`config.mk`:
```
export PLATFORM = sky130hd
export DESIGN_NAME = spi_slave_phy_flat
export DESIGN_NICKNAME = d
export VERILOG_FILES = /design/src/rtl/spi_slave_phy_if.sv /design/src/rtl/spi_slave_phy.sv /design/src/flat_wrapper.sv
export SDC_FILE = /design/constraint.sdc
export NUM_CORES = 1
export LEC_CHECK = 0
export CORE_MARGIN = 2
export CORE_UTILIZATION = 55
export CTS_CLUSTER_DIAMETER = 120
export CTS_CLUSTER_SIZE = 25
export DETAILED_ROUTE_END_ITERATION = 6
export GPL_TIMING_DRIVEN = 0
export HOLD_SLACK_MARGIN = 0.03
export PLACE_DENSITY_LB_ADDON = 0.05
export SLEW_MARGIN = 20
export SYNTH_ARGS = -nofsm -noshare
export SYNTH_HDL_FRONTEND = slang
export SYNTH_SLANG_ARGS = --single-unit
```
`constraint.sdc`:
```
create_clock -name clk -period 4.5 [get_ports clk]
set_input_delay 0.9 -clock clk [delete_from_list [all_inputs] [get_ports clk]]
set_output_delay 0.9 -clock clk [all_outputs]
set_load 0.01 [all_outputs]
```
`src/rtl/spi_slave_phy_if.sv`:
```
// spi_slave_phy_if: SPI pins plus the byte-level handshake between the SPI slave PHY and the command decoder.
interface spi_slave_phy_if;
    logic       mselect;
    logic       mclk;
    logic       mosi;
    logic       miso;
    logic       miso_oe;
    logic [7:0] rx_data;
    logic       rx_valid;
    logic [7:0] tx_data;
    logic       tx_load;
    logic       sel_start;
    logic       sel_end;
    logic       tx_underrun;
    modport slave (
        input  mselect, mclk, mosi, tx_data, tx_load,
        output miso, miso_oe, rx_data, rx_valid, sel_start, sel_end, tx_underrun
    );
    modport master (
        output mselect, mclk, mosi, tx_data, tx_load,
        input  miso, miso_oe, rx_data, rx_valid, sel_start, sel_end, tx_underrun
    );
endinterface

```
`src/rtl/spi_slave_phy.sv`:
```
// spi_slave_phy: synchronises SPI pins into clk, deserialises MOSI into byte strobes and serialises reply bytes onto MISO.
module spi_slave_phy #(
    parameter bit         CPOL        = 1'b1,
    parameter bit         CPHA        = 1'b1,
    parameter int         SYNC_STAGES = 2,
    parameter logic [7:0] IDLE_BYTE   = 8'hFF
) (
    input logic            clk,
    input logic            reset_n,
    spi_slave_phy_if.slave bus
);
    typedef enum logic {IDLE, ACTIVE} state_t;
    state_t state, state_n;
    logic [SYNC_STAGES-1:0] sel_q, sck_q, mosi_q;
    logic sck_prev, full;
    logic [2:0] cnt;
    logic [6:0] rx_sr;
    logic [7:0] tx_sr, rbuf, load_byte, rx_next;
    logic sel_s, sck_s, mosi_s, start, stop, run, tgl, lead, trail, sample, shift, load;
    assign sel_s    = sel_q[SYNC_STAGES-1];
    assign sck_s    = sck_q[SYNC_STAGES-1];
    assign mosi_s   = mosi_q[SYNC_STAGES-1];
    assign bus.miso = tx_sr[7];
    always_ff @(posedge clk or negedge reset_n) begin
        if (!reset_n) state <= IDLE;
        else state <= state_n;
    end
    // A coincident tx_load wins over the buffer so the reply is never an underrun.
    always_comb begin
        state_n   = sel_s ? IDLE : ACTIVE;
        start     = state == IDLE && !sel_s;
        stop      = state == ACTIVE && sel_s;
        run       = state == ACTIVE && !sel_s;
        tgl       = sck_s != sck_prev;
        lead      = tgl && sck_s != CPOL;
        trail     = tgl && sck_s == CPOL;
        sample    = run && (CPHA ? trail : lead);
        shift     = run && (CPHA ? lead : trail);
        load      = (start && !CPHA) || (shift && cnt == 3'd0);
        load_byte = bus.tx_load ? bus.tx_data : full ? rbuf : IDLE_BYTE;
        rx_next   = {rx_sr, mosi_s};
    end
    always_ff @(posedge clk or negedge reset_n) begin
        if (!reset_n) begin
            sel_q           <= '1;
            sck_q           <= {SYNC_STAGES{CPOL}};
            mosi_q          <= '0;
            sck_prev        <= CPOL;
            cnt             <= '0;
            rx_sr           <= '0;
            tx_sr           <= '0;
            rbuf            <= '0;
            full            <= 1'b0;
            bus.miso_oe     <= 1'b0;
            bus.rx_data     <= '0;
            bus.rx_valid    <= 1'b0;
            bus.sel_start   <= 1'b0;
            bus.sel_end     <= 1'b0;
            bus.tx_underrun <= 1'b0;
        end else begin
            sel_q           <= {sel_q[SYNC_STAGES-2:0], bus.mselect};
            sck_q           <= {sck_q[SYNC_STAGES-2:0], bus.mclk};
            mosi_q          <= {mosi_q[SYNC_STAGES-2:0], bus.mosi};
            sck_prev        <= sck_s;
            bus.miso_oe     <= state_n == ACTIVE;
            bus.sel_start   <= start;
            bus.sel_end     <= stop;
            bus.rx_valid    <= 1'b0;
            bus.tx_underrun <= load && !bus.tx_load && !full;
            if (start) cnt <= '0;
            if (sample) begin
                rx_sr <= rx_next[6:0];
                cnt   <= cnt + 3'd1;
                if (cnt == 3'd7) begin
                    bus.rx_data  <= rx_next;
                    bus.rx_valid <= 1'b1;
                end
            end
            if (load) tx_sr <= load_byte;
            else if (shift) tx_sr <= {tx_sr[6:0], 1'b0};
            if (load) full <= 1'b0;
            else if (bus.tx_load) begin
                rbuf <= bus.tx_data;
                full <= 1'b1;
            end
        end
    end
endmodule

```
`src/flat_wrapper.sv`:
```
// flat-port wrapper written by rule: the top's interface ports become plain ports
module spi_slave_phy_flat 
#(
    parameter bit         CPOL        = 1'b1,
    parameter bit         CPHA        = 1'b1,
    parameter int         SYNC_STAGES = 2,
    parameter logic [7:0] IDLE_BYTE   = 8'hFF
)
  (clk, reset_n, bus_mselect, bus_mclk, bus_mosi, bus_tx_data, bus_tx_load, bus_miso, bus_miso_oe, bus_rx_data, bus_rx_valid, bus_sel_start, bus_sel_end, bus_tx_underrun);
  spi_slave_phy_if bus_i ();
  input logic clk;
  input logic reset_n;
  input wire logic [$bits(bus_i.mselect)-1:0] bus_mselect;
  input wire logic [$bits(bus_i.mclk)-1:0] bus_mclk;
  input wire logic [$bits(bus_i.mosi)-1:0] bus_mosi;
  input wire logic [$bits(bus_i.tx_data)-1:0] bus_tx_data;
  input wire logic [$bits(bus_i.tx_load)-1:0] bus_tx_load;
  output wire logic [$bits(bus_i.miso)-1:0] bus_miso;
  output wire logic [$bits(bus_i.miso_oe)-1:0] bus_miso_oe;
  output wire logic [$bits(bus_i.rx_data)-1:0] bus_rx_data;
  output wire logic [$bits(bus_i.rx_valid)-1:0] bus_rx_valid;
  output wire logic [$bits(bus_i.sel_start)-1:0] bus_sel_start;
  output wire logic [$bits(bus_i.sel_end)-1:0] bus_sel_end;
  output wire logic [$bits(bus_i.tx_underrun)-1:0] bus_tx_underrun;
  assign bus_i.mselect = bus_mselect;
  assign bus_i.mclk = bus_mclk;
  assign bus_i.mosi = bus_mosi;
  assign bus_i.tx_data = bus_tx_data;
  assign bus_i.tx_load = bus_tx_load;
  assign bus_miso = bus_i.miso;
  assign bus_miso_oe = bus_i.miso_oe;
  assign bus_rx_data = bus_i.rx_data;
  assign bus_rx_valid = bus_i.rx_valid;
  assign bus_sel_start = bus_i.sel_start;
  assign bus_sel_end = bus_i.sel_end;
  assign bus_tx_underrun = bus_i.tx_underrun;
  spi_slave_phy #(.CPOL(CPOL), .CPHA(CPHA), .SYNC_STAGES(SYNC_STAGES), .IDLE_BYTE(IDLE_BYTE)) u_core (.clk(clk), .reset_n(reset_n), .bus(bus_i));
endmodule
```
# After elaboration in Yosys (flattened, before gate mapping)
# Cells that the tools add are included.
[op_classes] add_sub_neg=1 eq_ne=2 muxes=11 bitwise_logic=3 n_reduce_logical=19
[ops] operator="$mux 8" count=4
[ops] operator="$logic_and 1x1->1" count=10
[ops] operator="$mux 3" count=2
[ops] operator="$reduce_bool 2->1" count=3
[ops] operator="$mux 1" count=5
[ops] operator="$reduce_and 2->1" count=2
[ops] operator="$add 3x1->3 const B" count=1
[ops] operator="$eq 3x3->1 const B" count=1
[ops] operator="$logic_not 1->1" count=3
[ops] operator="$logic_not 3->1" count=1
[ops] operator="$not 1->1" count=3
[ops] operator="$ne 1x1->1" count=1
[word_totals] ff_bits=47 out_inout_bits=14 wordCells=51

# Depth between registers and ports, before layout
# Gate-level depths: netlist of run 1.
[depth] depth_word=6 ltp_mapped=6 mapped_depth_nobuf=5

# Worst setup path before layout of run 1
# No wires, ideal clock.
[synth_path] kind="input to register" start="input bus_tx_load" end="register u_core.tx_sr[6]" arrival_ns=1.475 required_time_ns=4.373 path_slack_ns=2.898 path_stages=3 n_path_buf=0 cell_sequence="or3b_2 > o211ai_1 > a21oi_1"
[synth_between] elab_chain_len=2
[synth_rtl] item="start, declared" line_no="flat_wrapper.sv:17" text="input wire logic [$bits(bus_i.tx_load)-1:0] bus_tx_load;"
[synth_rtl] item="$mux 8" line_no="spi_slave_phy.sv:40" text="load_byte = bus.tx_load ? bus.tx_data : full ? rbuf : IDLE_BYTE;"
[synth_rtl] item="$mux 8" line_no="spi_slave_phy.sv:79" text="if (load) tx_sr <= load_byte;"
[synth_rtl] item="end signal, assigned" line_no="spi_slave_phy.sv:79"
[synth_rtl] item="end signal, assigned" line_no="spi_slave_phy.sv:80" text="else if (shift) tx_sr <= {tx_sr[6:0], 1'b0};"
[synth_rtl] item="end, declared" line_no="spi_slave_phy.sv:18" text="logic [7:0] tx_sr, rbuf, load_byte, rx_next;"
# No other way between the ends.
# A chain may end at the register's enable or synchronous reset.

==> results of run 1 <==
-- routing by layer --
layer  vias to the layer above  GRT usage [%]  part of all wire, %
met3                         8           6.31                  5.6
met5                         -              0                    0
li1                        557              -                    -
met1                       586           24.2                   46
met2                        36           26.2                   46
met4                         0           9.17                  2.3
-- cell families after synthesis --
family          share of synthesized area [%]
flops                                    62.1
compound gates                           10.3
mux                                      15.2
simple gates                             7.50
buf+inv                                  2.96
fa+ha+maj                                1.97
-- registers in the layout, summed over array words and instances, names as in the netlist, 2 cells and up --
signal              count
u_core.rbuf             8
u_core.tx_sr            8
u_core.mosi_q           2
u_core.rx_sr            7
u_core.cnt              3
u_core.sck_q            2
u_core.bus.rx_data      8
u_core.sel_q            2
-- per-stage QoR --
| stage | hold WS (ns) | utilization, % |
|---|---|---|
| floorplan | 0.331 | - |
| global placement | 0.341 | 66.9 |
| detailed placement | 0.342 | 67.3 |
| CTS | 0.365 | 69.4 |
| global route | 0.367 | 69.4 |
| finish | 0.364 | 69.4 |
-- placed cells by master (no fill, tap or decap) --
master / netlist / routed
and2_2: 1 / 1
or3b_2: 1 / 1
dfstp_2: 5 / 5
o211ai_1: 1 / 1
clkbuf_1: 3 / 4
dfrtp_1: 42 / 42
nand2_8: 1 / 1
a21oi_1: 14 / 14
nor2_1: 8 / 8
nand4bb_1: 1 / 1
buf_4: 1 / 1
buf_2: 1 / 2
o21ai_0: 5 / 5
clkbuf_8: 1 / 3
nor2b_1: 1 / 1
mux2_4: 8 / 8
nor3_1: 1 / 1
o31ai_1: 1 / 1
mux2_2: 15 / 15
nor4bb_1: 1 / 1
o21a_1: 1 / 1
ha_1: 3 / 3
and4bb_2: 1 / 1
nand2b_1: 2 / 2
clkdlybuf4s50_1: 0 / 26
inv_1: 5 / 5
buf_12: 0 / 1
clkbuf_4: 0 / 5
o221ai_1: 7 / 7
o21ai_4: 1 / 1
nand2_1: 5 / 5
-- final timing paths --
path / from / endpoint / slack (ns) / cells after the start
max: u_core.state / bus_miso_oe / 2.21 / 1
min: u_core.sck_q[0] / u_core.sck_q[1] / 0.36 / 0
max reg2reg: u_core.cnt[0] / u_core.rbuf[7] / 2.72 / 6
min reg2reg: u_core.sck_q[0] / u_core.sck_q[1] / 0.36 / 0
max in group asynchronous: reset_n / u_core.sel_q[1] / 3.48 / 2
min in group asynchronous: reset_n / u_core.bus.rx_data[7] / 0.45 / 1
-- report_power, final --
part           switching, mW  internal, mW
sequential            0.0297         0.473
clock                  0.122        0.0921
combinational         0.0495        0.0614
total                  0.202         0.627
-- layout make-up --
type / instances / area share [%]
clock buffers: 8 / 2.97
multi-input cells: 79 / 28.7
inverters: 5 / 0.811
plain buffers: 6 / 1.62
well taps: 46 / 2.49
flip-flops and latches: 47 / 51.1
repair buffers: 28 / 12.3
==> impl_metrics.yaml, run 1 <==
place:
  dp_cells: 211
  dp_hpwl_mm: 2.16
  numPortBuffers: 27
  globalplace.congestion: 0.716
  dpl_cell_area_um2: 2250
  place_ws_ns: 2.26
cells_and_area:
  multi_input_area_um2: 664
  syn_to_final_growth_pct: 21.6
  drive_gt1_share_pct: 26.0
  layout.nets: 189
  fin_cells: 219
  postLayoutCellArea_um2: 2310
  fillers: 259
  regArea_um2: 1180
  diodes: 0
timing:
  hold_viol: 0
  slew_violations: 0
  max_freq_mhz: 436
  slew-limit-headroom_pct: 72.6
  setup_viol: 0
  fin_tns_setup_ns: 0
  rsz0062_at_grt: "no"
  post-route-period-util_pct: 50.9
  tightest_slew_ns: 0.411
  layout_min_cycle_time_ns: 2.29
  fin_ws_ns: 2.21
  fin_skew_ns: 0.00764
routing:
  vias_per_cell: 5.42
  drc: 0
  dr_total_vias: 1187
  drtIter0Drc: 55
  dr.pass1.iters: 4
  postRouteAntennaNets: 0
  routedWlPerCell_um: 13.5
  wirelength_mm: 2.96
cts:
  cts_setup_buffers: 0
  cts_buffer_depth: 2
  cts_tree: "done"
  cts_sinks: 47
  clk_transition_reported_paths_ns: 0.12
  insertion_delay_ns: 0.35
  postCtsHoldBufs: 0
  htreeDepth: 2
  post_cts_resized: 0
  cts.root.buffer_cell: "clkbuf_4"
  cts_buffers: 5
synthesis:
  synth_commonest_cells: "dfrtp_1, mux2_2, a21oi_1"
  syn_nets: 154
  async_reset_ff_share_pct: 100
  synth_edf_count: 0
  yosys.area.top_type: "dfrtp_1"
  dominantRegCellSynth: "dfrtp_1"
  synth.distinct_cells: 28
  synth_area_per_cell_um2: 13.9
  synth_top_cell_area_share_pct: 55.2
  synth_seq_area_share_pct: 62.1
  ys_ff_latch: 47
  yosysMostFrequentCell: "dfrtp_1"
  syn_inst: 137
  synth_area_leaders: "dfrtp_1, mux2_2, dfstp_2, mux2_4, a21oi_1"
  syn_area_um2: 1900
  yosys_warnings: 0
worst_setup_path:
  arrival_ns: 1.39
  cp-end-kind: "output port"
  setup.worst_path.start_class: "flop"
  path_delay_family: "buffers and inverters"
  cp.required_ns: 3.60
  path_class: "flop to output port"
  cp_max_fo: 8
  crit_slowest_cell: "clkdlybuf4s50_1"
  critPathBufInv: 1
  max_stage_delay_ns: 0.58
  cp_cell_sequence: "clkdlybuf4s50_1"
global_route:
  antenna_found_initial: 0
  grt-ovfl-total: 0
  grt_usage_pct: 18.1
  grt_pass1_vias: 1209
  grt_max_degree: 32
  grt_pass1_wl_mm: 5.44
job:
  maxCapViolCount: 0
worst_hold_path:
  hp-class: "flop to flop"
floorplan:
  io_pins: 28
  die_h_um: 62.8
  initial_core_util_pct: 57.0
  rows: 21
  core_area_um2: 3340
  die_w_um: 62.8
  die_area_um2: 3950
power_and_ir_drop:
  p_leak_nw: 1.03
  power.total_uw: 829
  peakVddDrop_mv: 0.253
  power.density_nw_per_um2: 358
status:
  outcome: "complete, no violations"
Note: power is estimated with default switching activity, not from simulation.
==> run 2: changes to the inputs <==
--- a/config.mk
+++ b/config.mk
@@ -6,7 +6,7 @@
 export NUM_CORES = 1
 export LEC_CHECK = 0
 export CORE_MARGIN = 2
-export CORE_UTILIZATION = 55
+export CORE_UTILIZATION = 53
 export CTS_CLUSTER_DIAMETER = 120
 export CTS_CLUSTER_SIZE = 25
 export DETAILED_ROUTE_END_ITERATION = 6
==> constraint.sdc (replaced) <==
create_clock -name clk -period 2.3 [get_ports clk]
set_input_delay 0.46 -clock clk [delete_from_list [all_inputs] [get_ports clk]]
set_output_delay 0.46 -clock clk [all_outputs]
set_load 0.01 [all_outputs]
==> run 2 against run 1 <==
- core utilization decreased by 0.82 points
- non-clock buffer count increased by 1
- critical path depth unchanged
- die area increased by 3.5%
- critical endpoint unchanged
- largest cell class unchanged
==> impl_metrics.yaml, run 2 (synthesis results as in run 1) <==
status:
  outcome: "complete, no violations"
timing:
  post-route-period-util_pct: 80.5
  tightest_slew_ns: 0.403
  max_freq_mhz: 540
  hold_slack_ns: 0.374
  rsz0062_at_grt: "no"
  setup_viol: 0
  slew_violations: 0
  hold_viol: 0
  fin_skew_ns: 0.0198
  slew-limit-headroom_pct: 73.1
  fin_tns_setup_ns: 0
  layout_min_cycle_time_ns: 1.85
place:
  dpl_cell_area_um2: 2250
  dp_hpwl_mm: 2.27
  globalplace.congestion: 0.732
  numPortBuffers: 27
floorplan:
  core_area_um2: 3390
  die_area_um2: 4090
  rows: 21
  io_pins: 28
  die_w_um: 63.9
  die_h_um: 63.9
  initial_core_util_pct: 56.1
routing:
  drtIter0Drc: 91
  dr_total_vias: 1192
  dr.pass1.iters: 4
  vias_per_cell: 5.42
  routedWlPerCell_um: 14.4
  wirelength_mm: 3.17
  postRouteAntennaNets: 0
  drc: 0
worst_setup_path:
  max_stage_delay_ns: 0.57
  arrival_ns: 1.39
  crit_slowest_cell: "clkdlybuf4s50_1"
  path_class: "flop to output port"
  path_delay_family: "buffers and inverters"
  crit_start: "u_core.state"
  cp_max_fo: 8
  setup.worst_path.start_class: "flop"
  cp-end-kind: "output port"
  critPathBufInv: 1
  cp_cell_sequence: "clkdlybuf4s50_1"
  cp.required_ns: 1.84
  reg2reg_from: "u_core.cnt[0]"
worst_hold_path:
  hp-start: "u_core.mosi_q[0]"
  hp-class: "flop to flop"
cts:
  cts_tree: "done"
  cts_buffer_depth: 2
  clk_transition_reported_paths_ns: 0.14
  cts_buffers: 5
  postCtsHoldBufs: 1
  htreeDepth: 2
  cts_sinks: 47
  post_cts_resized: 0
  cts.root.buffer_cell: "clkbuf_4"
  cts_setup_buffers: 0
  insertion_delay_ns: 0.37
power_and_ir_drop:
  power.total_mw: 1.62
  p_leak_nw: 1.03
  peakVddDrop_mv: 0.438
  power.density_nw_per_um2: 697
cells_and_area:
  fin_util_pct: 68.5
  diodes: 0
  drive_gt1_share_pct: 26.4
  final_common_cell: "dfrtp_1"
  mostFrequentLayoutCells: "dfrtp_1, clkdlybuf4s50_1, mux2_2, a21oi_1"
  postLayoutCellArea_um2: 2320
  reg_top3: "u_core.bus.rx_data x8, u_core.rbuf x8, u_core.tx_sr x8"
  syn_to_final_growth_pct: 22.1
  layout.nets: 190
global_route:
  grt_pass1_wl_mm: 5.75
  grt_max_degree: 34
  grt-ovfl-total: 0
  grt_usage_pct: 18.4
  grt_pass1_vias: 1226
  antenna_found_initial: 0
job:
  maxCapViolCount: 0
run 2: cell count changes in the layout (fill, tap and decap cells not counted):
cell           before  now
dlygate4sd3_1       0    1
clkbuf_8            3    2
clkbuf_1            4    3
clkinvlp_4          0    1
clkinv_4            0    1
run 2: path summary, 6_finish.rpt:
kind,end,slack (ns),depth (start not counted)
worst min-delay path,u_core.mosi_q[1],0.37,0
worst max-delay path,bus_miso_oe,0.45,1
max in group asynchronous,u_core.sck_q[1],1.20,3
min in group asynchronous,u_core.bus.rx_data[6],0.53,2
worst max register to register,u_core.rbuf[6],0.52,6
worst min register to register,u_core.mosi_q[1],0.37,0
run 2: final cells by class:
| class | count | area (µm²) |
|---|---|---|
| clock inverters | 2 | 16.3 |
| clock buffers | 6 | 51.3 |
| fillers | 254 | 1070 |
| flip-flops and latches | 47 | 1180 |
| repair buffers | 29 | 295 |
| plain buffers | 6 | 37.5 |
| inverters | 5 | 18.8 |
| multi-input cells | 79 | 664 |
| well taps | 46 | 57.6 |
run 2: per-layer routing:
metal	vias to the layer above	track usage [%]	wire [µm]
li1	556	-	-
met1	599	25.7	1470
met2	30	27.3	1510
met3	7	4.58	134
met4	0	8.15	57
met5	-	0	0
run 2: power breakdown:
part	leakage (nW)	switching (mW)	total, mW	internal [mW]
registers	0.574	0.0603	0.987	0.926
logic	0.425	0.0982	0.219	0.121
clock network	0.0345	0.263	0.414	0.151
total	1.03	0.422	1.62	1.20
run 2: per-stage QoR:
step,std cells,setup WS [ns]
floorplan,137,0.743
global placement,210,-0.415
detailed placement,211,0.479
CTS,220,0.416
global route,220,0.366
finish,220,0.448
==> run 3: changes to the inputs <==
==> constraint.sdc (replaced) <==
create_clock -name clk -period 1.85 [get_ports clk]
set_input_delay 0.37 -clock clk [delete_from_list [all_inputs] [get_ports clk]]
set_output_delay 0.37 -clock clk [all_outputs]
set_load 0.01 [all_outputs]
==> run 3 against run 2 <==
- wire length decreased by 0.54%
- global-route usage unchanged
- final cell count decreased by 0.45%
- register-to-register slack got worse by 0.35 ns
- flip-flop and latch count unchanged
- critical path type unchanged
- largest cell class unchanged
==> impl_metrics.yaml, run 3 (synthesis results as in run 1) <==
worst_setup_path:
  path_class: "flop to output port"
  cp.required_ns: 1.48
  cp_max_fo: 8
  path_delay_family: "buffers and inverters"
  cp_cell_sequence: "clkdlybuf4s50_1"
  arrival_ns: 1.39
  max_stage_delay_ns: 0.57
  cp-end-kind: "output port"
  setup.worst_path.start_class: "flop"
  crit_slowest_cell: "clkdlybuf4s50_1"
  critPathBufInv: 1
place:
  dp_hpwl_mm: 2.27
  numPortBuffers: 27
  dpl_cell_area_um2: 2250
  globalplace.congestion: 0.732
floorplan:
  die_h_um: 63.9
  rows: 21
  die_area_um2: 4090
  die_w_um: 63.9
  core_area_um2: 3390
  initial_core_util_pct: 56.1
  io_pins: 28
power_and_ir_drop:
  power.density_nw_per_um2: 867
  p_leak_nw: 1.03
  peakVddDrop_mv: 0.546
timing:
  max_freq_mhz: 567
  hold_viol: 0
  setup_viol: 0
  rsz0062_at_grt: "no"
  slew-limit-headroom_pct: 74.4
  hold_slack_ns: 0.374
  tightest_slew_ns: 0.384
  slew_violations: 0
  fin_skew_ns: 0.0182
  layout_min_cycle_time_ns: 1.76
  post-route-period-util_pct: 95.4
global_route:
  grt_pass1_vias: 1226
  grt_max_degree: 34
  grt_usage_pct: 18.4
  grt-ovfl-total: 0
  antenna_found_initial: 0
  grt_pass1_wl_mm: 5.75
cts:
  htreeDepth: 2
  cts_buffer_depth: 2
  insertion_delay_ns: 0.37
  cts_setup_buffers: 0
  cts.root.buffer_cell: "clkbuf_4"
  cts_tree: "done"
  clk_transition_reported_paths_ns: 0.14
  cts_buffers: 5
  cts_sinks: 47
status:
  outcome: "complete, no violations"
routing:
  vias_per_cell: 5.42
  wirelength_mm: 3.16
  drtIter0Drc: 116
  routedWlPerCell_um: 14.4
  drc: 0
  dr_total_vias: 1188
  postRouteAntennaNets: 0
  dr.pass1.iters: 4
cells_and_area:
  mostFrequentLayoutCells: "dfrtp_1, clkdlybuf4s50_1, mux2_2, a21oi_1"
  layout.nets: 189
  fillers: 255
  reg_top3: "u_core.bus.rx_data x8, u_core.rbuf x8, u_core.tx_sr x8"
  syn_to_final_growth_pct: 22.0
  drive_gt1_share_pct: 27.2
  final_common_cell: "dfrtp_1"
  postLayoutCellArea_um2: 2320
  diodes: 0
job:
  maxCapViolCount: 0
worst_hold_path:
  hp-class: "flop to flop"
[run 3: cell type report]
class | instances | area (µm²) | share of cell area (%)
flip-flops and latches | 47 | 1180 | 50.9
multi-input cells | 79 | 667 | 28.7
repair buffers | 29 | 295 | 12.7
well taps | 46 | 57.6 | 2.48
clock buffers | 6 | 51.3 | 2.21
plain buffers | 5 | 33.8 | 1.45
inverters | 5 | 18.8 | 0.808
clock inverters | 2 | 16.3 | 0.700
[run 3: per-stage QoR]
| stage | worst slack, ns | power [mW] | util [%] | cells | setup TNS [ns] |
|---|---|---|---|---|---|
| after floorplan | 0.293 | 1.40 | - | 137 | 0 |
| after global placement | -0.775 | 1.50 | 65.8 | 210 | -34.11 |
| after detailed placement | 0.0806 | 1.52 | 66.3 | 211 | 0 |
| after CTS | 0.0562 | 2.03 | 68.5 | 220 | 0 |
| after global routing | 0.00614 | 2.13 | 68.5 | 219 | 0 |
| final | 0.0860 | 2.01 | 68.5 | 219 | 0 |
[run 3: what timing repair did]
action / CTS / global route
endpoints found under the setup margin: 0 / 8
resized for setup: 0 / 1
endpoints found under the hold margin: 14 / 0
hold buffers: 1 / 0
[run 3: path summary, 6_finish.rpt]
check	startpoint	end	slack [ns]	depth (start not counted)
hold / removal	u_core.mosi_q[0]	u_core.mosi_q[1]	0.37	0
setup / recovery	u_core.state	bus_miso_oe	0.09	1
hold reg to reg	u_core.mosi_q[0]	u_core.mosi_q[1]	0.37	0
min in group asynchronous	reset_n	u_core.bus.rx_data[6]	0.44	2
max in group asynchronous	reset_n	u_core.sck_q[1]	0.85	3
setup reg to reg	u_core.sck_q[1]	u_core.rx_sr[4]	0.17	4
[run 3: routing by layer]
metal  global-route usage (%)  routed length (µm)  part of all wire (%)  vias up
li1                         -                   -                     -      554
met1                     25.7                1470                    47      599
met2                     27.3                1490                    47       28
met3                     4.58                 133                   4.2        7
met4                     8.15                  57                   1.8        0
met5                        0                   0                     0        -
[run 3: report_power, final]
part	leakage, nW	internal [mW]	switching [mW]
clock	0.0345	0.187	0.327
sequential	0.574	1.15	0.0746
combinational	0.424	0.150	0.122
total	1.03	1.49	0.524
